--- src/rtl/pause_dim_ctrl.sv ---
// Pause merger and video dimmer for arcade cores. It combines the user toggle, the OSD
// pause and the request lines, and fades RGB after a long user pause.
module pause_dim_ctrl #(
    parameter int unsigned CLK_HZ      = 12000000,
    parameter int unsigned DIM_SEC     = 10,
    parameter int unsigned STEP_CYCLES = 3000000,
    parameter int unsigned DIM_MAX     = 1,
    parameter int unsigned RW          = 3,
    parameter int unsigned GW          = 3,
    parameter int unsigned BW          = 2,
    parameter int unsigned NREQ        = 1
) (
    input  logic                  clk_sys,
    input  logic                  reset,
    input  logic                  btn_pause,
    input  logic                  osd_open,
    input  logic                  osd_pause_en,
    input  logic [NREQ-1:0]       req,
    input  logic [RW+GW+BW-1:0]   rgb_in,
    output logic                  pause,
    output logic                  user_paused,
    output logic [1:0]            dim_level,
    output logic [RW+GW+BW-1:0]   rgb_out
);

    localparam int unsigned PW        = RW + GW + BW;
    localparam logic [63:0] DIM_CYC   = 64'(CLK_HZ) * 64'(DIM_SEC);
    localparam logic [31:0] DIM_LAST  = DIM_CYC[31:0] - 32'd1;
    localparam logic [31:0] STEP_LAST = 32'(STEP_CYCLES) - 32'd1;
    localparam logic [1:0]  LVL_MAX   = 2'(DIM_MAX);

    typedef enum logic [1:0] {S_IDLE, S_WAIT, S_FADE, S_DIM} state_t;

    state_t          state_q;
    logic [31:0]     cnt_q;
    logic [1:0]      dim_q;
    logic            btn_prev_q;
    logic            user_paused_q;
    logic            user_paused_d;
    logic            toggle;
    logic [PW-1:0]   rgb_q;
    logic [RW-1:0]   r_sh;
    logic [GW-1:0]   g_sh;
    logic [BW-1:0]   b_sh;

    always_comb begin
        toggle        = btn_pause & ~btn_prev_q;
        user_paused_d = user_paused_q ^ toggle;
    end

    // btn_prev resets high so a button held through reset is not seen as a press.
    always_ff @(posedge clk_sys or posedge reset) begin
        if (reset) begin
            btn_prev_q    <= 1'b1;
            user_paused_q <= 1'b0;
        end else begin
            btn_prev_q    <= btn_pause;
            user_paused_q <= user_paused_d;
        end
    end

    // Pause edge restarts the timer; an unpause edge freezes everything for one cycle
    // (so a coincident step is dropped) before the next cycle clears back to idle.
    always_ff @(posedge clk_sys or posedge reset) begin
        if (reset) begin
            state_q <= S_IDLE;
            cnt_q   <= 32'd0;
            dim_q   <= 2'd0;
        end else if (!user_paused_d && !user_paused_q) begin
            state_q <= S_IDLE;
            cnt_q   <= 32'd0;
            dim_q   <= 2'd0;
        end else if (user_paused_d) begin
            if (!user_paused_q) begin
                state_q <= S_WAIT;
                cnt_q   <= 32'd0;
                dim_q   <= 2'd0;
            end else begin
                case (state_q)
                    S_IDLE: begin
                        state_q <= S_WAIT;
                        cnt_q   <= 32'd0;
                        dim_q   <= 2'd0;
                    end
                    S_WAIT: begin
                        if (cnt_q == DIM_LAST) begin
                            dim_q   <= 2'd1;
                            cnt_q   <= 32'd0;
                            state_q <= (LVL_MAX == 2'd1) ? S_DIM : S_FADE;
                        end else begin
                            cnt_q <= cnt_q + 32'd1;
                        end
                    end
                    S_FADE: begin
                        if (cnt_q == STEP_LAST) begin
                            dim_q <= dim_q + 2'd1;
                            cnt_q <= 32'd0;
                            if (dim_q + 2'd1 == LVL_MAX) begin
                                state_q <= S_DIM;
                            end
                        end else begin
                            cnt_q <= cnt_q + 32'd1;
                        end
                    end
                    S_DIM: begin
                        dim_q <= LVL_MAX;
                    end
                    default: state_q <= S_IDLE;
                endcase
            end
        end
    end

    always_comb begin
        r_sh = rgb_in[PW-1 -: RW] >> dim_q;
        g_sh = rgb_in[GW+BW-1 -: GW] >> dim_q;
        b_sh = rgb_in[BW-1:0] >> dim_q;
    end

    always_ff @(posedge clk_sys or posedge reset) begin
        if (reset) begin
            rgb_q <= '0;
        end else begin
            rgb_q <= {r_sh, g_sh, b_sh};
        end
    end

    assign pause       = user_paused_q | (osd_open & osd_pause_en) | (|req);
    assign user_paused = user_paused_q;
    assign dim_level   = dim_q;
    assign rgb_out     = rgb_q;

endmodule

--- config.mk ---
export PLATFORM = sky130hd
export DESIGN_NAME = pause_dim_ctrl
export DESIGN_NICKNAME = d
export VERILOG_FILES = /design/src/rtl/pause_dim_ctrl.sv
export SDC_FILE = /design/constraint.sdc
export NUM_CORES = 1
export LEC_CHECK = 0
export CORE_MARGIN = 2
export CORE_UTILIZATION = 50
export CTS_CLUSTER_DIAMETER = 100
export CTS_CLUSTER_SIZE = 30
export DETAILED_ROUTE_END_ITERATION = 16
export GPL_TIMING_DRIVEN = 1
export PLACE_DENSITY = 0.72
export SYNTH_ARGS = -nofsm -noshare
export SYNTH_HDL_FRONTEND = slang
export SYNTH_SLANG_ARGS = --single-unit
export TNS_END_PERCENT = 5
--- constraint.sdc ---
create_clock -name clk_sys -period 2.5 [get_ports clk_sys]
set_clock_uncertainty 0.1 [all_clocks]
set_input_delay 0.5 -clock clk_sys [delete_from_list [all_inputs] [get_ports clk_sys]]
set_output_delay 0.5 -clock clk_sys [all_outputs]
set_load 0.1 [all_outputs]
# --- Yosys cells after proc, flatten, opt, wreduce, memory -nomap -nowiden ---
# Index checks and enable logic that the tools add are counted.
totals:
  word_cells: 54
  output_inout_bits: 12
  in_bits: 14
  regBits: 46
op_classes:
  eq_ne: 10
  shifts: 3
  addsub: 2
  n_bitwise: 6
  mux: 19
  reduce_logical: 8
ops:
  columns: ["cell", "count"]
  rows:
  - ["$mux W32", 5]
  - ["$pmux W32 S3", 1]
  - ["$add A32 B1 Y32 const B", 1]
  - ["$eq A32 B22 Y1 const B", 1]
  - ["$eq A32 B27 Y1 const B", 1]
  - ["$mux W2", 11]
  - ["$ne A4 B4 Y1 const B", 3]
  - ["$pmux W2 S4", 1]
  - ["$pmux W2 S3", 1]
  - ["$shr A3 B2 Y3", 2]
  - ["$ne A5 B1 Y1 const B", 1]
  - ["$reduce_and A5 Y1", 1]
  - ["$eq A2 B1 Y1 const B", 2]
  - ["$eq A2 B2 Y1 const B", 2]
  - ["$reduce_and A3 Y1", 1]
  - ["$add A2 B1 Y2 const B", 1]
  - ["$and A1 B1 Y1", 2]
  - ["$logic_not A1 Y1", 2]
  - ["$logic_not A2 Y1", 1]
  - ["$or A1 B1 Y1", 2]
  - ["$reduce_and A2 Y1", 1]
  - ["$reduce_bool A2 Y1", 1]
  - ["$shr A2 B2 Y2", 1]
  - ["$logic_and A1 B1 Y1", 1]
  - ["other kinds (2)", 2]

# --- Longest topological paths before layout ---
# Gate-level depths: netlist (run 1).
logic_depth:
  depth_word: 8
  depth_mapped: 11
  ltp_nobuf: 9

# --- Least setup slack after synthesis (run 1) ---
# OpenSTA, ideal clock, no wires.
synth_timing:
  path_type: "flip-flop to flip-flop"
  startpoint: "register user_paused_q, in the netlist user_paused"
  endpoint: "register cnt_q[26]"
  setup_ns: 0.082
  slack_ns: -0.308
  path_stages_with_launch: 12
  required_ns: 2.318
  arrival_ns: 2.626
  path_cell_list: "dfrtp_1 inv_1 ha_1 nor2b_1 clkbuf_1 nand2_1 a311oi_1 a41o_1 buf_6 buf_6 o21ai_0 a31oi_1"
synth_via:
  elab_chain_cells: 5
synth_lines:
  columns: ["element", "line", "rtl"]
  rows:
  - ["start, declared", "38", "logic user_paused_q;"]
  - ["start signal, assigned", "58", "user_paused_q <= user_paused_d;"]
  - ["$xor A1 B1 Y1", "48", "user_paused_d = user_paused_q ^ toggle;"]
  - ["$logic_not A1 Y1", "69", "end else if (!user_paused_d && !user_paused_q) begin"]
  - ["$logic_and A1 B1 Y1", "69", null]
  - ["$ne A5 B1 Y1 (no line) or $reduce_bool A2 Y1 (tied branches)", null, null]
  - ["$reduce_and A2 Y1 (no line)", null, null]
  - ["end signal, assigned", "91", "cnt_q <= cnt_q + 32'd1;"]
  - ["end signal, assigned", "102", "cnt_q <= cnt_q + 32'd1;"]
  - ["end, declared", "35", "logic [31:0] cnt_q;"]
# Parallel ways exist; a longest one is shown, timed or not. The select of a mux whose other input is x is not followed.
# A chain may end at the register's enable or synchronous reset.

# --- Worst setup path in the final report (run 1) ---
layout_timing:
  startpoint: "input port btn_pause"
  endpoint: "register cnt_q[19]"
layout_via:
  elab_chain_cells: 6
layout_lines:
  columns: ["element", "line", "rtl"]
  rows:
  - ["start, declared", "15", "input logic btn_pause,"]
  - ["$and A1 B1 Y1 *", "47", "toggle = btn_pause & ~btn_prev_q;"]
  - ["$xor A1 B1 Y1 *", "48", null]
  - ["$logic_not A1 Y1", "69", null]
  - ["$logic_and A1 B1 Y1", "69", null]
  - ["$ne A5 B1 Y1 (no line) or $reduce_bool A2 Y1 (tied branches)", null, null]
  - ["$reduce_and A2 Y1 (no line)", null, null]
# Mark *: on every way between the ends. The rest lies on a longest branch, timed or not.

==> impl_metrics.toml, run 1 <==
[clocking]
clockBufferDepth = 2
clk_pin_slew_ps = 100
cts_buffers = 5
clkSinkCount = 46
cts.hold.buffers_added = 0
clock_latency_ps = 320
h-tree-depth = 2
cts_root_buf = "clkbuf_8"
cts_tree = "done"

[placed_design]
place_area_sq_um = 3229
port_buffers = 25
globalplace.congestion = 0.8015
dp_hpwl_um = 4869

[critical_path]
cp_data_arrival_time_ps = 2530
slowest_delay_ps = 490
slowest_stage = "clkdlybuf4s50_1"
end_kind = "flop"
ff2ff_path_depth = 7
worst-path-max-fanout = 19
worstPathRequired_ps = 2640
critical_path_class = "in -> reg"
crit_chain = "clkdlybuf4s50_1 -> nand2b_1 -> ha_1 -> nor2b_1 -> buf_4 -> nand4_1 -> a31oi_1 -> nor2_1 -> buf_12 -> or3_1 -> o21ai_0"
start_kind = "input port"

[timing]
setup_viol_count_final = 0
setup_tns_ps = 0
worst_slew_pin_slew_ps = 523.4
max_clock_freq_mhz = 418.4
max_slew_margin_pct = 64.65
grt_setup_unrepaired = "yes"
period_share_pct = 95.61
hold_viol_final = 0
maxSlewViolCount = 0
period_needed_ps = 2390

[floorplanning]
std_cell_rows = 27
initial_core_util_pct = 51.04
dieWidth_um = 78.28
core_sq_um = 5405
die_area_sq_um = 6128
die_h_um = 78.28
pin_count = 26

[global_routing]
gr-total-overflow = 0
grt_pass1_wl_um = 11540
grt_max_degree = 27
globalRouteTotalUtil_pct = 24.07
grt_pass1_vias = 2496
antenna_found_initial = 0

[outcome]
outcome = "finished clean"

[job]
cap_violations = 0

[power_and_ir_drop]
vdd_ir_drop_max_uv = 537.9
leakage_uw = 0.001412
powerDensity_nw_per_um2 = 799.8

[route]
drt-initial-drc-count = 193
vias_per_cell = 5.852
drc = 0
ant_nets = 0
wl_per_cell_um = 15.93
routed_wl_um = 6864
drt-pass1-iter-count = 4
via_count = 2522

[synthesis]
synth.avg_cell_area_sq_um = 8.987
synthFlopType = "dfrtp_1"
synthesis.nets = 329
ys_warn_count = 0
synth_edf_count = 0
synth.area.top_cells = "dfrtp_1 41%, nand3_1 4.9%, nand2_1 4.5%"
netlist_area_sq_um = 2759
yosys.area.top_type = "dfrtp_1"
async_flop_share_pct = 100.0
synth_top_area_share_pct = 40.82
yosysUniqueCellTypes = 53
seq_area_frac_synth_pct = 41.77
synth-seq-cells = 46
synthCells = 307

[final_layout]
diodes = 0
drive_gt1_share_pct = 22.84
fillers = 469
fin_nets = 380
fin_area_sq_um = 3396
syn2layout_area_growth_pct = 23.08

[hold_path]
worstHoldPathCells = 1
hp-class = "reg -> reg"
==> Yosys cell counts (3+ instances only) <==
library cell  number
a21o_1             3
inv_1             24
o311ai_1           7
ha_1               8
and2_1             5
nor2_1            15
nor4_1             3
buf_6              5
and3_1             6
nor3_1             4
o21ai_0           16
a41oi_1            3
clkbuf_1           8
nand2_1           33
a31oi_1            9
nand3_1           27
a21oi_1           17
or2_2              4
or3_1             10
nand4_1            9
mux2i_1            7
dfrtp_1           45
==> registers in the layout, summed over array words and instances (netlist names) <==
signal	count
user_paused	1
btn_prev_q	1
dim_level	2
cnt_q	32
state_q	2
rgb_out	8
==> cell families after synthesis <==
logic type / Yosys count / share of synthesized area (%)
AND/OR/NAND/NOR: 133 / 27.30
multiplexers: 7 / 2.540
AO/OA/AOI/OAI: 73 / 17.73
flip-flops: 46 / 41.77
adder cells (fa/ha/maj): 8 / 3.628
buffers and inverters: 40 / 7.029
==> placed cells by master, fill, tap and decap left out, types with 2 or more instances in the layout <==
| cell | Yosys | layout |
|---|---|---|
| dfrtp_1 | 45 | 43 |
| buf_4 | 1 | 41 |
| nand2_1 | 33 | 33 |
| nand3_1 | 27 | 26 |
| inv_1 | 24 | 23 |
| a21oi_1 | 17 | 17 |
| o21ai_0 | 16 | 16 |
| nor2_1 | 15 | 15 |
| clkdlybuf4s50_1 | 0 | 13 |
| or3_1 | 10 | 10 |
| nand4_1 | 9 | 9 |
| a31oi_1 | 9 | 8 |
| mux2i_1 | 7 | 7 |
| o311ai_1 | 7 | 7 |
| ha_1 | 8 | 7 |
| and3_1 | 6 | 5 |
| and2_1 | 5 | 5 |
| clkbuf_8 | 0 | 5 |
| nor3_1 | 4 | 4 |
| or2_2 | 4 | 4 |
| and3_2 | 2 | 3 |
| a41oi_1 | 3 | 3 |
| a21o_1 | 3 | 3 |
| buf_12 | 0 | 3 |
| nor4_1 | 3 | 2 |
| nor4_4 | 2 | 2 |
| a22o_2 | 2 | 2 |
| a22o_1 | 2 | 2 |
| o22ai_1 | 2 | 2 |
| nand2b_1 | 2 | 2 |
| o21ai_1 | 2 | 2 |
| nand3b_1 | 2 | 2 |
| dfrtp_2 | 0 | 2 |
| buf_6 | 5 | 2 |
==> worst paths after layout <==
check,from,endpoint,slack [ps]
setup reg to reg,cnt_q[19]$_DFFE_PP0P_,cnt_q[16]$_DFFE_PP0P_,150
max in group asynchronous,reset,cnt_q[6]$_DFFE_PP0P_,1280
min in group asynchronous,reset,rgb_out[1]$_DFF_PP0_,430
hold / removal,cnt_q[30]$_DFFE_PP0P_,cnt_q[30]$_DFFE_PP0P_,420
setup / recovery,btn_pause,cnt_q[19]$_DFFE_PP0P_,110
hold reg to reg,cnt_q[30]$_DFFE_PP0P_,cnt_q[30]$_DFFE_PP0P_,420
==> critical path: cells and delay by family <==
kind                       cells  cell delay (ps)
adders and majority gates      1              200
AOI/OAI and AO/OA              2              300
buffers and inverters          3              790
and+or+nand+nor                5              750
==> what timing repair did <==
action / CTS / global route
gates cloned: 0 / 1
gates resized for setup: 1 / 10
endpoints found under the setup margin: 1 / 31
pin swaps: 0 / 4
hold endpoints to repair: 0 / 0
setup buffers: 0 / 4
==> report_power, final <==
part	internal [uW]	switching (uW)	total [uW]	leakage, uW
Combinational	477	902	1380	0.000755
Clock	197	277	474	0.0000441
Sequential	808	54.8	863	0.000613
Total	1480	1230	2720	0.00141
==> layer usage <==
metal	wire (um)	up-vias	track usage [%]
li1	-	1223	-
met1	3072	1209	31.12
met2	3293	80	39.22
met3	378	10	5.747
met4	121	0	9.298
met5	0	-	0
==> stage by stage <==
step | instances | power (uW) | util [%] | hold WS (ps) | worst slack (ps)
global route | 431 | 2859 | 62.82 | 453.7 | -61.35
floorplan | 307 | 1814 | - | 374.2 | 5.887
finish | 431 | 2716 | 62.82 | 415.2 | 109.7
global placement | 418 | 2191 | 59.75 | 400.8 | -86.39
CTS | 426 | 2686 | 61.53 | 412.6 | 61.30
detailed placement | 418 | 2210 | 59.75 | 398.8 | -201.4
==> final cells by class <==
type / count / area (sq um) / share of cell area, %
timing repair buffer: 60 / 525.5 / 15.48
sequential: 46 / 1155 / 34.01
clock buffer: 5 / 68.82 / 2.027
multi-input combinational: 221 / 1445 / 42.56
inverter: 24 / 90.09 / 2.653
clock inverter: 3 / 21.27 / 0.6264
tap: 72 / 90.09 / 2.653
Note: power is estimated with default switching activity, not from simulation.
==> run 2: changes to the inputs <==
--- a/config.mk
+++ b/config.mk
@@ -11,7 +11,7 @@
 export CTS_CLUSTER_SIZE = 30
 export DETAILED_ROUTE_END_ITERATION = 16
 export GPL_TIMING_DRIVEN = 1
-export PLACE_DENSITY = 0.72
+export PLACE_DENSITY_LB_ADDON = 0.1
 export SYNTH_ARGS = -nofsm -noshare
 export SYNTH_HDL_FRONTEND = slang
 export SYNTH_SLANG_ARGS = --single-unit
==> run 2 against run 1 <==
Compared with the run above: die area stayed put; count of clock-buffer cells in the layout unchanged; final cell count shrank 1.4%; setup slack better by 23 ps; non-clock buffer count fell by 6; combinational power down 6%; sequential cell count is the same; wire length down 5.4%; design area down 1.2%; first-iteration DRC count down 15%; hold slack worse by 8.9 ps; global-route usage shrank 0.76 points; largest power group unchanged.
==> impl_metrics.toml, run 2 (synthesis gave the netlist of run 1 again) <==
[route]
drc = 0
ant_nets = 0
wl_per_cell_um = 15.28
drt-pass1-iter-count = 4
via_count = 2442
drt-initial-drc-count = 164
routed_wl_um = 6494
vias_per_cell = 5.746

[final_layout]
mostFrequentLayoutCells = "44 x dfrtp_1, 38 x buf_4, 33 x nand2_1, 27 x nand3_1, 23 x inv_1"
fin_nets = 374
seqCellArea_sq_um = 1154
largest_register_ffs = 32
largest-register = "cnt_q"
utilization_pct = 62.08
fillers = 464
final_common_cell = "dfrtp_1"
stdcell_count = 425
diodes = 0
syn2layout_area_growth_pct = 21.63
multi_input_area_sq_um = 1434
drive_gt1_share_pct = 19.83

[timing]
hold_viol_final = 0
max_clock_freq_mhz = 422.5
grt_setup_unrepaired = "no"
maxSlewViolCount = 0
period_share_pct = 94.68
max_slew_margin_pct = 66.27
setup_slack_ps = 132.9
setup_tns_ps = 0
worst_slew_pin_slew_ps = 499.4
setup_viol_count_final = 0
period_needed_ps = 2367

[critical_path]
start_kind = "flop"
crit_family = "simple AND/OR/NAND/NOR gates"
r2r_end = "cnt_q[1]$_DFFE_PP0P_"
worst-path-max-fanout = 12
reg2reg_from = "cnt_q[19]$_DFFE_PP0P_"
slowest_stage = "or4b_4"
cp.buffers_inverters = 2
crit_chain = "or4b_4 -> nor4_4 -> a31oi_1 -> or2_1 -> buf_12 -> buf_4 -> a22o_1"
slowest_delay_ps = 560
critical_path_class = "reg -> reg"
worstPathRequired_ps = 2600
reg2reg_setup_slack_ps = 130
cp_data_arrival_time_ps = 2460
end_kind = "flop"
ff2ff_path_depth = 7

[placed_design]
globalplace.congestion = 0.8436
place_inst = 416
place_ws_ps = -198.4
port_buffers = 25
dp_hpwl_um = 4745

[clocking]
clk_pin_slew_ps = 90
clock_latency_ps = 300
cts.hold.buffers_added = 0
cts_tree = "done"
cts_root_buf = "clkbuf_8"
h-tree-depth = 2
cts_buffers = 5
clkSinkCount = 46
clockBufferDepth = 2

[power_and_ir_drop]
powerDensity_nw_per_um2 = 816.2
seqPwrFrac_pct = 31.6
vdd_ir_drop_max_uv = 424.8
internal_power_uw = 1545
report.power.total_uw = 2739
p_clk_share_pct = 20.9
p_sw_uw = 1194
pwr-share-comb_pct = 47.5
leakage_uw = 0.001415
switching_share_pct = 43.60

[global_routing]
grt_pass1_vias = 2339
grt_pass1_wl_um = 11340
antenna_found_initial = 0
gr-total-overflow = 0
globalRouteTotalUtil_pct = 23.31
grt_max_degree = 27

[floorplanning]
initial_core_util_pct = 51.04
pin_count = 26
core_sq_um = 5405
dieWidth_um = 78.28
die_area_sq_um = 6128
std_cell_rows = 27
die_h_um = 78.28

[hold_path]
hp-class = "in -> async"

[outcome]
outcome = "finished clean"

[job]
cap_violations = 0
-- run 2: cell types whose count changed in the layout (fill, tap and decap cells not counted), sizes merged --
| cell | delta |
|---|---|
| clkinv | -1 |
| inv | +1 |
| buf | -6 |
| clkinvlp | -1 |
| bufinv | +1 |
-- run 2: repair_timing --
| item | 4_1_cts | 5_1_grt |
|---|---|---|
| setup buffers | 0 | 1 |
| gates resized for setup | 0 | 4 |
| setup endpoints to repair | 0 | 20 |
| endpoints found under the hold margin | 0 | 0 |
-- run 2: power by group through the flow --
stage | Combinational, uW | Clock [uW] | Sequential, uW
final | 1300 | 573 | 864
after global routing | 1410 | 618 | 877
after CTS | 1300 | 581 | 867
after detailed placement | 1300 | 0 | 881
after global placement | 1290 | 0 | 882
after floorplan | 617 | 0 | 1200
-- run 2: how the worst max path moves through the flow --
stage,from,endpoint,slack [ps],cells past startpoint
2_1_floorplan,user_paused$_DFF_PP0_,cnt_q[26]$_DFFE_PP0P_,6,11
3_3_place_gp,btn_pause,cnt_q[13]$_DFFE_PP0P_,-90,10
3_5_place_dp,btn_pause,cnt_q[26]$_DFFE_PP0P_,-200,10
4_1_cts,cnt_q[0]$_DFFE_PP0P_,cnt_q[22]$_DFFE_PP0P_,60,7
5_1_grt,cnt_q[0]$_DFFE_PP0P_,cnt_q[22]$_DFFE_PP0P_,30,8
6_report,cnt_q[19]$_DFFE_PP0P_,cnt_q[1]$_DFFE_PP0P_,130,7
-- run 2: layout make-up --
class                      count  share of cell area [%]
multi-input combinational    221                   42.73
clock buffer                   5                   2.051
clock inverter                 3                   1.305
timing repair buffer          54                   14.17
tap                           72                   2.685
sequential                    46                   34.38
inverter                      24                   2.685
-- run 2: metrics by stage --
step	area, sq um	hold slack [ps]
finish	3356	406.3
global route	3356	440.9
CTS	3327	416.6
detailed placement	3214	416.8
global placement	3214	414.6
floorplan	2760	374.2
-- run 2: metal layers --
layer	vias to the layer above	routed length, um	track usage, %
met1	1144	2981	31.40
met3	13	340	4.828
met5	-	0	0
met2	70	3025	37.76
met4	0	147	7.544
li1	1215	-	-
==> run 3: changes to the inputs <==
--- a/config.mk
+++ b/config.mk
@@ -10,8 +10,8 @@
 export CTS_CLUSTER_DIAMETER = 100
 export CTS_CLUSTER_SIZE = 30
 export DETAILED_ROUTE_END_ITERATION = 16
-export GPL_TIMING_DRIVEN = 1
 export PLACE_DENSITY_LB_ADDON = 0.1
+export SLEW_MARGIN = 0
 export SYNTH_ARGS = -nofsm -noshare
 export SYNTH_HDL_FRONTEND = slang
 export SYNTH_SLANG_ARGS = --single-unit
==> constraint.sdc (replaced) <==
create_clock -name clk_sys -period 3 [get_ports clk_sys]
set_clock_uncertainty 0.1 [all_clocks]
set_input_delay 0.6 -clock clk_sys [delete_from_list [all_inputs] [get_ports clk_sys]]
set_output_delay 0.6 -clock clk_sys [all_outputs]
set_load 0.1 [all_outputs]
==> run 3 against run 2 <==
Compared with the run above: register-to-register slack better by 110 ps; count of clock-buffer cells in the layout up 1; critical endpoint is now cnt_q[28]$_DFFE_PP0P_; sequential power down 16%; fmax down 14%; combinational power down 18%; hold slack better by 30 ps; wire length up 0.45%; first-iteration DRC count down 12%; setup slack better by 110 ps; sequential share of layout area up 0.43 points.
==> impl_metrics.toml, run 3 (synthesis gave the netlist of run 1 again) <==
[final_layout]
syn2layout_area_growth_pct = 20.00
final_common_cell = "dfrtp_1"
fin_nets = 371
mostFrequentLayoutCells = "45 x dfrtp_1, 35 x buf_4, 33 x nand2_1, 27 x nand3_1, 23 x inv_1"
largest-register = "cnt_q"
diodes = 0
drive_gt1_share_pct = 18.29
largest_register_ffs = 32
stdcell_count = 422

[clocking]
clockBufferDepth = 2
cts_tree = "done"
cts_buffers = 5
h-tree-depth = 2
cts_root_buf = "clkbuf_8"
clkSinkCount = 46
clk_pin_slew_ps = 90
clock_latency_ps = 300

[floorplanning]
dieWidth_um = 78.28
die_h_um = 78.28
core_sq_um = 5405
std_cell_rows = 27
initial_core_util_pct = 51.04
pin_count = 26
die_area_sq_um = 6128

[placed_design]
place_inst = 414
dp_hpwl_um = 4639
globalplace.congestion = 0.8831
port_buffers = 25
place_ws_ps = -216.2

[critical_path]
worst-path-max-fanout = 8
end_kind = "flop"
worstPathRequired_ps = 3120
start_kind = "flop"
startpoint = "cnt_q[0]$_DFFE_PP0P_"
reg2reg_setup_slack_ps = 240
reg2reg_from = "cnt_q[0]$_DFFE_PP0P_"
cp_data_arrival_time_ps = 2880
critical_path_class = "reg -> reg"

[timing]
setup_slack_ps = 238.8
maxSlewViolCount = 0
max_clock_freq_mhz = 362.2
period_needed_ps = 2761
hold_viol_final = 0
setup_tns_ps = 0
grt_setup_unrepaired = "no"
worst_slew_pin_slew_ps = 760.9
max_slew_margin_pct = 49.22
setup_viol_count_final = 0
period_share_pct = 92.04
holdWs_ps = 435.9

[power_and_ir_drop]
seqPwrFrac_pct = 32.1
internal_power_uw = 1263
report.power.total_uw = 2247
vdd_ir_drop_max_uv = 349.1
p_clk_share_pct = 20.9
switching_share_pct = 43.78
leakage_uw = 0.001378
p_sw_uw = 984.0
powerDensity_nw_per_um2 = 678.8
pwr-share-comb_pct = 47.0

[global_routing]
grt_max_degree = 47
globalRouteTotalUtil_pct = 23.14
antenna_found_initial = 0
grt_pass1_wl_um = 11250
grt_pass1_vias = 2368
gr-total-overflow = 0

[route]
drc = 0
drt-pass1-iter-count = 4
via_count = 2426
routed_wl_um = 6523
drt-initial-drc-count = 145
wl_per_cell_um = 15.46
vias_per_cell = 5.749
ant_nets = 0

[hold_path]
min-delay-start = "cnt_q[29]$_DFFE_PP0P_"
hp-class = "reg -> reg"

[job]
cap_violations = 0

[outcome]
outcome = "finished clean"
-- run 3: cell types whose count changed in the layout (fill, tap and decap cells not counted), sizes merged --
cell      delta
inv          -1
clkinvlp     +1
clkinv       -1
clkbuf       +1
buf          -3
-- run 3: layout make-up --
class / instances / area, sq um
clock buffer: 6 / 72.57
clock inverter: 2 / 37.54
fill: 472 / 2095
inverter: 24 / 90.09
multi-input combinational: 221 / 1415
sequential: 46 / 1152
tap: 72 / 90.09
timing repair buffer: 51 / 452.9
-- run 3: critical path, cell delays in order, from the launching register on --
cell     delay (ps)
dfrtp_1         420
ha_1            230
nand4_1         140
buf_4           170
nor4_1          550
and3_1          440
and3_1          310
a41oi_1         140
a31oi_1         180
-- run 3: layer usage --
layer  track usage (%)  wire length (um)  vias to the layer above
met1             30.82              2973                     1161
met3             4.023               308                        5
li1                  -                 -                     1204
met4             5.789                60                        0
met2             39.31              3180                       56
met5                 0                 0                        -
-- run 3: power by group through the flow --
stage / Combinational (uW) / Clock [uW] / Sequential [uW]
finish: 1060 / 469 / 722
global route: 1140 / 503 / 730
CTS: 1060 / 478 / 723
detailed placement: 1060 / 0 / 735
global placement: 1050 / 0 / 733
floorplan: 514 / 0 / 996
-- run 3: worst paths after layout --
path / endpoint / cells past startpoint
setup / recovery: cnt_q[28]$_DFFE_PP0P_ / 8
hold / removal: cnt_q[29]$_DFFE_PP0P_ / 1
setup reg to reg: cnt_q[28]$_DFFE_PP0P_ / 8
hold reg to reg: cnt_q[29]$_DFFE_PP0P_ / 1
max in group asynchronous: cnt_q[30]$_DFFE_PP0P_ / 3
min in group asynchronous: rgb_out[1]$_DFF_PP0_ / 3
-- run 3: repair_timing --
action | CTS | global route
hold buffers | 0 | 0
buffers inserted | 0 | 0
endpoints found under the setup margin | 0 | 18
gates resized for setup | 0 | 1
hold endpoints to repair | 0 | 0
-- run 3: metrics by stage --
step                util (%)  area, sq um
floorplan                  -         2759
global placement       59.17         3198
detailed placement     59.17         3198
CTS                    61.20         3308
global route           61.25         3311
finish                 61.25         3311
